$ cat src/rtl/cond_pkg.sv
// Shared types for the branch-condition unit: ARM condition codes, the
// architectural flag word and the flush sequencer states.
package cond_pkg;

    typedef enum logic [3:0] {
        COND_EQ = 4'b0000,
        COND_NE = 4'b0001,
        COND_HS = 4'b0010,
        COND_LO = 4'b0011,
        COND_MI = 4'b0100,
        COND_PL = 4'b0101,
        COND_VS = 4'b0110,
        COND_VC = 4'b0111,
        COND_HI = 4'b1000,
        COND_LS = 4'b1001,
        COND_GE = 4'b1010,
        COND_LT = 4'b1011,
        COND_GT = 4'b1100,
        COND_LE = 4'b1101,
        COND_AL = 4'b1110,
        COND_NV = 4'b1111
    } cond_e;

    // Bit order on the wire is {N,Z,C,V}, so n is the MSB.
    typedef struct packed {
        logic n;
        logic z;
        logic c;
        logic v;
    } nzcv_t;

    typedef enum logic {
        ST_IDLE  = 1'b0,
        ST_FLUSH = 1'b1
    } state_e;

    localparam int unsigned CNT_W = 3;

endpackage

$ cat src/rtl/cond_eval.sv
// Pure combinational ARM condition-code evaluation against a flag word.
module cond_eval
    import cond_pkg::*;
(
    input  logic [3:0] cond_i,
    input  nzcv_t      flags_i,
    output logic       cond_true_o
);

    // Decode the condition field against the selected flags.
    always_comb begin
        cond_true_o = 1'b0;
        unique case (cond_e'(cond_i))
            COND_EQ: cond_true_o = flags_i.z;
            COND_NE: cond_true_o = !flags_i.z;
            COND_HS: cond_true_o = flags_i.c;
            COND_LO: cond_true_o = !flags_i.c;
            COND_MI: cond_true_o = flags_i.n;
            COND_PL: cond_true_o = !flags_i.n;
            COND_VS: cond_true_o = flags_i.v;
            COND_VC: cond_true_o = !flags_i.v;
            COND_HI: cond_true_o = flags_i.c && !flags_i.z;
            COND_LS: cond_true_o = !flags_i.c || flags_i.z;
            COND_GE: cond_true_o = (flags_i.n == flags_i.v);
            COND_LT: cond_true_o = (flags_i.n != flags_i.v);
            COND_GT: cond_true_o = !flags_i.z && (flags_i.n == flags_i.v);
            COND_LE: cond_true_o = flags_i.z || (flags_i.n != flags_i.v);
            COND_AL: cond_true_o = 1'b1;
            COND_NV: cond_true_o = 1'b1;
            default: cond_true_o = 1'b0;
        endcase
    end

endmodule

$ cat src/rtl/cond_branch_unit.sv
// Flag register, flag bypass, branch decision and post-branch flush sequencer.
//
//  state    | meaning
//  ---------+------------------------------------------------------------
//  ST_IDLE  | normal issue; branches may be taken, NZCV may be written
//  ST_FLUSH | wrong-path kill in progress; flush=1, branches/flag writes ignored
module cond_branch_unit
    import cond_pkg::*;
#(
    parameter int DELAY        = 5,
    parameter int FLUSH_CYCLES = 2,
    parameter bit BYPASS       = 1'b1
) (
    input  logic       clk,
    input  logic       reset_n,
    input  logic       alu_negative,
    input  logic       alu_zero,
    input  logic       alu_overflow,
    input  logic       alu_carry_out,
    input  logic       set_flags,
    input  logic       stall,
    input  logic       br_cond,
    input  logic [3:0] cond,
    input  logic       cbz,
    input  logic       cbnz,
    input  logic       br_uncond,
    output logic       take_branch,
    output logic       flush,
    output logic [3:0] nzcv
);

    // DELAY only matters for gate-level back-annotation; RTL stays zero-delay.
    generate
        if (FLUSH_CYCLES < 1 || FLUSH_CYCLES > 7 || DELAY < 0) begin : g_bad_param
            $error("cond_branch_unit: FLUSH_CYCLES must be 1..7 and DELAY non-negative");
        end
    endgenerate

    localparam logic [CNT_W-1:0] FLUSH_INIT = CNT_W'(FLUSH_CYCLES - 1);

    nzcv_t             nzcv_q, nzcv_d;
    nzcv_t             live_flags;
    nzcv_t             eff_flags;
    state_e            state_q, state_d;
    logic [CNT_W-1:0]  cnt_q, cnt_d;
    logic              cond_true;
    logic              branch_hit;
    logic              in_idle;

    assign in_idle = (state_q == ST_IDLE);

    // Live ALU flags and the bypass selection feeding condition evaluation.
    always_comb begin
        live_flags = '{n: alu_negative, z: alu_zero, c: alu_carry_out, v: alu_overflow};
        eff_flags  = nzcv_q;
        if (BYPASS && set_flags) begin
            eff_flags = live_flags;
        end
    end

    cond_eval u_cond_eval (
        .cond_i      (cond),
        .flags_i     (eff_flags),
        .cond_true_o (cond_true)
    );

    // Branch decision; CBZ/CBNZ test the live zero flag, never NZCV.
    always_comb begin
        branch_hit  = br_uncond
                    | (br_cond & cond_true)
                    | (cbz & alu_zero)
                    | (cbnz & !alu_zero);
        take_branch = reset_n & !stall & in_idle & branch_hit;
    end

    // Flag write only from right-path, non-stalled flag-setting instructions.
    always_comb begin
        nzcv_d = nzcv_q;
        if (set_flags && !stall && in_idle) begin
            nzcv_d = live_flags;
        end
    end

    // Flush sequencer next state: load on taken branch, count down unless stalled.
    always_comb begin
        state_d = state_q;
        cnt_d   = cnt_q;
        unique case (state_q)
            ST_IDLE: begin
                if (take_branch) begin
                    state_d = ST_FLUSH;
                    cnt_d   = FLUSH_INIT;
                end
            end
            ST_FLUSH: begin
                if (!stall) begin
                    if (cnt_q == '0) begin
                        state_d = ST_IDLE;
                    end else begin
                        cnt_d = cnt_q - 1'b1;
                    end
                end
            end
            default: begin
                state_d = ST_IDLE;
                cnt_d   = '0;
            end
        endcase
    end

    // State, counter and flag registers with asynchronous reset.
    always_ff @(posedge clk or negedge reset_n) begin
        if (!reset_n) begin
            state_q <= ST_IDLE;
            cnt_q   <= '0;
            nzcv_q  <= '0;
        end else begin
            state_q <= state_d;
            cnt_q   <= cnt_d;
            nzcv_q  <= nzcv_d;
        end
    end

    assign flush = (state_q == ST_FLUSH);
    assign nzcv  = nzcv_q;

endmodule

$ cat config.mk
export PLATFORM = sky130hd
export DESIGN_NAME = cond_branch_unit
export DESIGN_NICKNAME = d
export VERILOG_FILES = /design/src/rtl/cond_pkg.sv /design/src/rtl/cond_eval.sv /design/src/rtl/cond_branch_unit.sv
export SDC_FILE = /design/constraint.sdc
export NUM_CORES = 1
export LEC_CHECK = 0
export ABC_CLOCK_PERIOD_IN_PS = 2000
export CAP_MARGIN = 20
export CORE_MARGIN = 2
export CORE_UTILIZATION = 55
export CTS_CLUSTER_DIAMETER = 40
export DETAILED_ROUTE_END_ITERATION = 8
export DONT_BUFFER_PORTS = 1
export PLACE_DENSITY = 0.7
export SLEW_MARGIN = 20
export SYNTH_ARGS = -nofsm -noshare
export SYNTH_HDL_FRONTEND = slang
export SYNTH_SLANG_ARGS = --single-unit
$ cat constraint.sdc
create_clock -name clk -period 2 [get_ports clk]
set_input_delay 0 -clock clk [delete_from_list [all_inputs] [get_ports clk]]
set_output_delay 0 -clock clk [all_outputs]
set_load 0.03 [all_outputs]
==> impl_metrics.ini, run 1 <==
[floorplan]
die_y_um = 41.3
core_area_um2 = 1300
start_util_pct = 58.9
num_rows = 13
die_x_um = 41.3
die-area_um2 = 1710
io_pins = 22

[pwr]
combPwrFrac_pct = 59.8
intPower_w = 0.000601
leakagePower_nw = 0.350
p_switching_w = 0.000452
p_per_area_nw_per_um2 = 1190
seq_power_share_pct = 28.5
ir_drop_mv = 0.930
p_clk_share_pct = 11.7
power_w = 0.00105
swShare_pct = 42.9

[job]
drv_cap = 0

[worst_setup_path]
path_class = flop to output pin
required_ps = 2000
endpoint_kind = output pin
setup.worst_path.start_class = flop
crit_arrival_ps = 2000
worst-path-max-fanout = 2

[clock_network]
clock-root-buffer = clkbuf_4
clk_pin_slew_worst_paths_ps = 60
cts_tree = built
cts_max_level = 1
clk-insertion-delay-late_ps = 260
cts_buffers = 3
cts_buffer_depth = 2
numClockSinks = 8

[timing]
finalSetupTns_ps = -4.26
rsz0062_at_grt = true
finalSetupViolations = 1
fin_ws_ps = -4.26
max-slew-margin-rel_pct = 72.6
final_max_slew_viol_count = 0
min_period_ps = 2000
period_share_pct = 100
worst_slew_pin_slew_ps = 407
hold_viol_final = 0
max_freq_mhz = 499
final.setup_skew_ps = 11.3

[yosys]
netlist_instances = 83
synthTopCellsByCount = dfrtp_1, nand2_1, mux2_2
yosys-top-cells-area = dfrtp_1, mux2_2, xnor2_1
synth_nets = 101
netlist_area_um2 = 767
yosysWarnings = 0
synth_area_leader_cell = dfrtp_1
yosysSeqAreaShare_pct = 26.1
yosys_register_bits = 8
ys_types = 37
async_flop_share_pct = 100
synth_edf_count = 0
synth_top_area_share_pct = 26.1
syn_area_per_cell_um2 = 9.24
synth_ff_type = dfrtp_1

[route]
viasPerCell = 6.33
routed-via-count = 684
post_drt_wl_per_cell_um = 15.9
routed_wl_um = 1710
first_iter_violations = 15
drc = 0
drt_pass1_iterations = 4
ant_nets = 0

[global_routing]
grt_antenna_before_repair = 0
track_usage_pct = 24.8
grt_pass1_wl_um = 2660
grt_pass1_vias = 635
grt_max_degree = 11
gr-total-overflow = 0

[run_status]
status = complete, but fails checks
violations = setup timing

[placement]
hpwl_um = 1250
port_buffers = 0
placed_cell_area_um2 = 787
routabilityCongestion = 0.857
pre_cts_ws_ps = 206
placed_cells = 98

[min_path]
hold_class = input pin to flop

[final_layout]
final_cells = 108
syn_to_final_growth_pct = 15.2
fin_nets = 113
fin_area_um2 = 883
layout-drive-gt1-share_pct = 24.7
antenna_cells = 0
n_fill_cell = 112
-- path summary, 6_finish.rpt --
kind,slack [ps],start,cells past startpoint,to
max in group asynchronous,1610,reset_n,1,nzcv[2]
worst max register to register,120,nzcv[0],8,cnt_q[0]
worst min register to register,560,cnt_q[2],2,cnt_q[2]
worst min-delay path,10,stall,3,cnt_q[2]
worst max-delay path,-4,nzcv[0],6,take_branch
min in group asynchronous,100,reset_n,1,cnt_q[1]
-- critical path, cell delays in order, from the launching register on --
cell,delay [ps]
dfrtp_1,390
xnor2_1,140
or4b_1,520
a32o_2,260
o221a_4,120
o211ai_4,70
and3_4,270
-- metal layers --
layer	vias up	track usage, %	wire (um)
met2	29	46.9	893
met5	-	0	0
met3	2	9.57	122
met4	0	7.26	12
li1	332	-	-
met1	321	24.7	685
-- state kept, by name, indices dropped and copies added, names as in the netlist --
register  cells
nzcv          4
flush         1
cnt_q         3
-- cell type report --
cell class / instances / area (um^2) / area share [%]
Sequential cell: 8 / 200 / 22.7
Tap cell: 15 / 18.8 / 2.12
Timing Repair Buffer: 12 / 105 / 11.9
Inverter: 3 / 11.3 / 1.27
Clock buffer: 3 / 22.5 / 2.55
Multi-Input combinational cell: 67 / 526 / 59.5
-- per-stage QoR --
step	hold WS [ps]	util (%)
2_1_floorplan	-296	-
3_3_place_gp	-295	60.5
3_5_place_dp	-295	60.5
4_1_cts	12.8	67.7
5_1_grt	34.7	67.9
6_report	13.2	67.9
-- repair_timing --
action	4_1_cts	5_1_grt
endpoints found under the hold margin	14	0
endpoints found under the setup margin	1	2
gates resized for setup	1	1
pin swaps	2	3
hold buffers	6	0
setup buffers	1	0
-- cells in the final DEF, fill, tap and decap left out, types with 2 or more instances in the layout --
master and n:
nand2_1 8, dfrtp_1 8, mux2_2 7, dlygate4sd3_1 6
buf_4 6, nor2_1 5, xnor2_1 5, mux2i_1 4
o21ai_0 4, inv_1 3, nor3b_1 3, a22oi_1 3
clkbuf_4 3, nand2b_1 2, a21oi_1 2, o31ai_1 2
-- power groups by stage --
stage                     Combinational, W  Clock, W  Sequential [W]
final                             0.000629  0.000124        0.000300
after detailed placement          0.000612         0        0.000301
after CTS                         0.000632  0.000128        0.000298
after floorplan                   0.000371         0        0.000399
after global routing              0.000710  0.000131        0.000309
after global placement            0.000591         0        0.000295
-- logic make-up after synthesis --
group           Yosys count  share of synthesized area, %
mux                      11                          15.5
xor+xnor                  5                          5.71
simple gates             27                          19.4
compound gates           22                          23.8
flops                     8                          26.1
fa+ha+maj                 2                          3.26
buf+inv                   8                          6.20
No activity file was read; power rests on OpenSTA's default activity.
==> run 2: changes to the inputs <==
ABC_CLOCK_PERIOD_IN_PS = 2600   (was 2000)
CELL_PAD_IN_SITES_DETAIL_PLACEMENT = 1   (was not set)
CELL_PAD_IN_SITES_GLOBAL_PLACEMENT = 2   (was not set)
CORE_UTILIZATION = 38   (was 55)
PLACE_DENSITY = not set   (was 0.7)
PLACE_DENSITY_LB_ADDON = 0.1   (was not set)
clock period = 2.6 ns   (was 2 ns; I/O delays follow)
==> run 2 against run 1 <==
The run now ends clean. Sequential power increased by 9.7%. Global-route usage decreased by 7.3 points. Via count decreased by 6.1%. Largest power group is now sequential cells.
==> impl_metrics.ini, run 2 (same netlist as run 1, synthesis figures left out) <==
[worst_setup_path]
required_ps = 2600
endpoint = take_branch
reg2reg_to = cnt_q[0]
path_class = flop to output pin
r2r_start = nzcv[3]
crit_start = nzcv[3]
setup.worst_path.start_class = flop
worst-path-max-fanout = 5
crit_arrival_ps = 2270
r2r_slack_ps = 640
rr_worst_depth = 6
endpoint_kind = output pin

[clock_network]
numClockSinks = 8
cts_buffer_depth = 2
cts_setup_buffers = 0
cts_buffers = 3
clock-root-buffer = clkbuf_4
clk-insertion-delay-late_ps = 250
clk_pin_slew_worst_paths_ps = 50
cts_max_level = 1
cts_tree = built

[global_routing]
grt_pass1_wl_um = 3200
gr-total-overflow = 0
track_usage_pct = 17.5
grt_pass1_vias = 718
grt_max_degree = 11
grt_antenna_before_repair = 0

[route]
ant_nets = 0
routed-via-count = 642
routed_wl_um = 1870
drc = 0
post_drt_wl_per_cell_um = 16.4
drt_pass1_iterations = 4
first_iter_violations = 7
viasPerCell = 5.63

[pwr]
ir_drop_mv = 0.453
leakagePower_nw = 0.325
power_w = 0.000745
p_per_area_nw_per_um2 = 880

[timing]
max_freq_mhz = 441
final_max_slew_viol_count = 0
max-slew-margin-rel_pct = 63.8
hold_viol_final = 0
worst_slew_pin_slew_ps = 544
final.setup_skew_ps = 3.23
fin_ws_ps = 335
finalSetupTns_ps = 0
rsz0062_at_grt = false
finalSetupViolations = 0
period_share_pct = 87.1
min_period_ps = 2270

[placement]
port_buffers = 0
hpwl_um = 1350
pre_cts_ws_ps = 588
routabilityCongestion = 0.765

[min_path]
hold_class = input pin to flop

[final_layout]
n_fill_cell = 242
syn_to_final_growth_pct = 10.4
largest_reg_flops = 4
layout-drive-gt1-share_pct = 18.4
regArea_um2 = 200
final_cell_mix = nand2_1, dfrtp_1, mux2_2
fin_nets = 107
multiInputGateArea_um2 = 519
antenna_cells = 0

[floorplan]
core_area_um2 = 1940
die_y_um = 48.9
start_util_pct = 39.5
num_rows = 16
die_x_um = 48.9
io_pins = 22
die-area_um2 = 2390

[run_status]
status = finished, final reports clean

[job]
drv_cap = 0
## run 2: changes by cell type in the layout (fill, tap and decap cells not counted)
| cell | before | now |
|---|---|---|
| buf_4 | 6 | 0 |
| and3_2 | 1 | 2 |
| and3_4 | 1 | 0 |
| ha_1 | 1 | 2 |
| ha_2 | 1 | 0 |
## run 2: cell type report
| type | instances | area share [%] |
|---|---|---|
| Tap cell | 27 | 3.99 |
| Inverter | 3 | 1.33 |
| Multi-Input combinational cell | 67 | 61.3 |
| Timing Repair Buffer | 6 | 7.09 |
| Clock buffer | 3 | 2.66 |
| Sequential cell | 8 | 23.6 |
## run 2: routing by layer
metal | track usage (%) | vias up | part of all wire, %
li1 | - | 316 | -
met1 | 19.0 | 312 | 40
met2 | 32.9 | 14 | 56
met3 | 6.13 | 0 | 4.1
met4 | 2.86 | 0 | 0
met5 | 0 | - | 0
## run 2: power breakdown
group | switching [W] | internal [W] | total [W]
registers | 0.000144 | 0.000184 | 0.000329
logic | 0.000152 | 0.000171 | 0.000322
clock network | 0.0000416 | 0.0000528 | 0.0000944
## run 2: worst min path at each step
stage	slack (ps)	endpoint	startpoint	cells past startpoint
floorplan	-300	cnt_q[0]	reset_n	0
global placement	-300	cnt_q[0]	reset_n	0
detailed placement	-300	cnt_q[0]	reset_n	0
CTS	20	flush	stall	2
global route	30	flush	stall	2
finish	30	flush	stall	2
## run 2: repair_timing
action	in CTS	in global routing
endpoints found under the hold margin	14	0
gates resized for setup	0	0
hold buffers	6	0
endpoints found under the setup margin	0	0
## run 2: critical path: stages, from the launching register on
cell and delay [ps]:
dfrtp_1 510, xnor2_1 210, or4b_1 510, a32o_2 260, o221a_4 120, o211ai_4 90, and3_2 320
## run 2: metrics by stage
step                area, um^2  hold slack (ps)  std cells  util, %
floorplan                  767             -296         83        -
global placement           764             -295        105     39.4
detailed placement         764             -295        105     39.4
CTS                        847             21.4        114     43.6
global route               847             26.2        114     43.6
finish                     847             25.6        114     43.6
==> run 3: changes to the inputs <==
RECOVER_POWER = 50   (was not set)
REMOVE_ABC_BUFFERS = 1   (was not set)
==> run 3 against run 2 <==
Power rose by 0.89%. First-iteration DRC count up 100%. Worst hold slack lost 8.8 ps. Non-clock buffer count did not move. Critical endpoint unchanged.
==> impl_metrics.ini, run 3 (same netlist as run 1, synthesis figures left out) <==
[pwr]
power_w = 0.000752
leakagePower_nw = 0.325
p_per_area_nw_per_um2 = 888
ir_drop_mv = 0.475

[global_routing]
grt_max_degree = 11
grt_antenna_before_repair = 0
grt_pass1_vias = 684
track_usage_pct = 17.0
gr-total-overflow = 0
grt_pass1_wl_um = 3200

[worst_setup_path]
endpoint_kind = output pin
crit_start = nzcv[3]
rr_worst_depth = 6
required_ps = 2600
worst-path-max-fanout = 5
cpLargestDelayFamily = simple AND/OR/NAND/NOR gates
critPathBufInv = 0
r2r_slack_ps = 600
slowest_delay_ps = 530
path_cells = xnor2_1, or4b_1, a32o_2, o221a_4, o211ai_4, and3_2
crit_arrival_ps = 2300
crit_slowest_cell = or4b_1
r2r_start = nzcv[3]
path_class = flop to output pin
reg2reg_to = cnt_q[2]
setup.worst_path.start_class = flop

[min_path]
hold_class = input pin to flop
holdPathEnd = flush
hold_depth = 2
hp-start = stall

[timing]
worst_slew_pin_slew_ps = 529
rsz0062_at_grt = false
final.setup_skew_ps = 2.25
final_max_slew_viol_count = 0
finalSetupTns_ps = 0
max_freq_mhz = 434
max-slew-margin-rel_pct = 64.7
finalSetupViolations = 0
hold_viol_final = 0
period_share_pct = 88.6
min_period_ps = 2300

[route]
ant_nets = 0
post_drt_wl_per_cell_um = 15.9
routed_wl_um = 1810
routed-via-count = 655
viasPerCell = 5.75
first_iter_violations = 14
drc = 0
drt_pass1_iterations = 4

[clock_network]
post_cts_resized = 0
cts_max_level = 1
clk-insertion-delay-late_ps = 260
cts_buffer_depth = 2
clk_pin_slew_worst_paths_ps = 60
cts_tree = built
cts_buffers = 3
clock-root-buffer = clkbuf_4
numClockSinks = 8

[final_layout]
syn_to_final_growth_pct = 10.4
final_cells = 114
n_fill_cell = 235
fin_nets = 107
multiInputGateArea_um2 = 519
postLayoutCoreUtil_pct = 43.6
regArea_um2 = 200
fin_area_um2 = 847
antenna_cells = 0
largest_reg_flops = 4
final_cell_mix = nand2_1, dfrtp_1, mux2_2
layout-drive-gt1-share_pct = 18.4

[floorplan]
die_y_um = 48.9
start_util_pct = 39.5
core_area_um2 = 1940
die_x_um = 48.9
die-area_um2 = 2390
io_pins = 22
num_rows = 16

[placement]
port_buffers = 0
routabilityCongestion = 0.756
hpwl_um = 1340
placed_cell_area_um2 = 764
placed_cells = 105

[job]
drv_cap = 0

[run_status]
status = finished, final reports clean
run 3: cell counts in the layout (fill, tap and decap cells not counted):
No cell type changed its count.
run 3: repair_timing:
action                                 4_1_cts  5_1_grt
hold buffers                                 6        0
endpoints found under the hold margin       14        0
setup buffers                                0        0
run 3: how the worst max path moves through the flow:
| stage | depth (start not counted) | slack (ps) | to |
|---|---|---|---|
| after global routing | 6 | 220 | take_branch |
| after floorplan | 6 | 680 | take_branch |
| final | 6 | 300 | take_branch |
| after global placement | 6 | 600 | take_branch |
| after CTS | 6 | 280 | take_branch |
| after detailed placement | 6 | 560 | take_branch |
run 3: per-layer routing:
metal | routed length [um] | GRT usage (%)
met3 | 116 | 2.45
met1 | 839 | 23.3
met4 | 40 | 8.57
met5 | 0 | 0
met2 | 812 | 26.0
run 3: through the flow:
step                      hold WS [ps]  setup WS, ps
after floorplan                   -296           681
after global placement            -295           603
after detailed placement          -295           563
after CTS                         8.38           280
after global routing              33.8           220
final                             16.8           295
run 3: cell type report:
cell class	instances	share of cell area, %
multi-input cells	67	61.3
flip-flops and latches	8	23.6
repair buffers	6	7.09
well taps	27	3.99
clock buffers	3	2.66
inverters	3	1.33
run 3: report_power, final:
group          total (W)  switching, W  internal [W]
combinational   0.000324      0.000153      0.000171
sequential      0.000329      0.000145      0.000184
clock          0.0000996     0.0000465     0.0000531
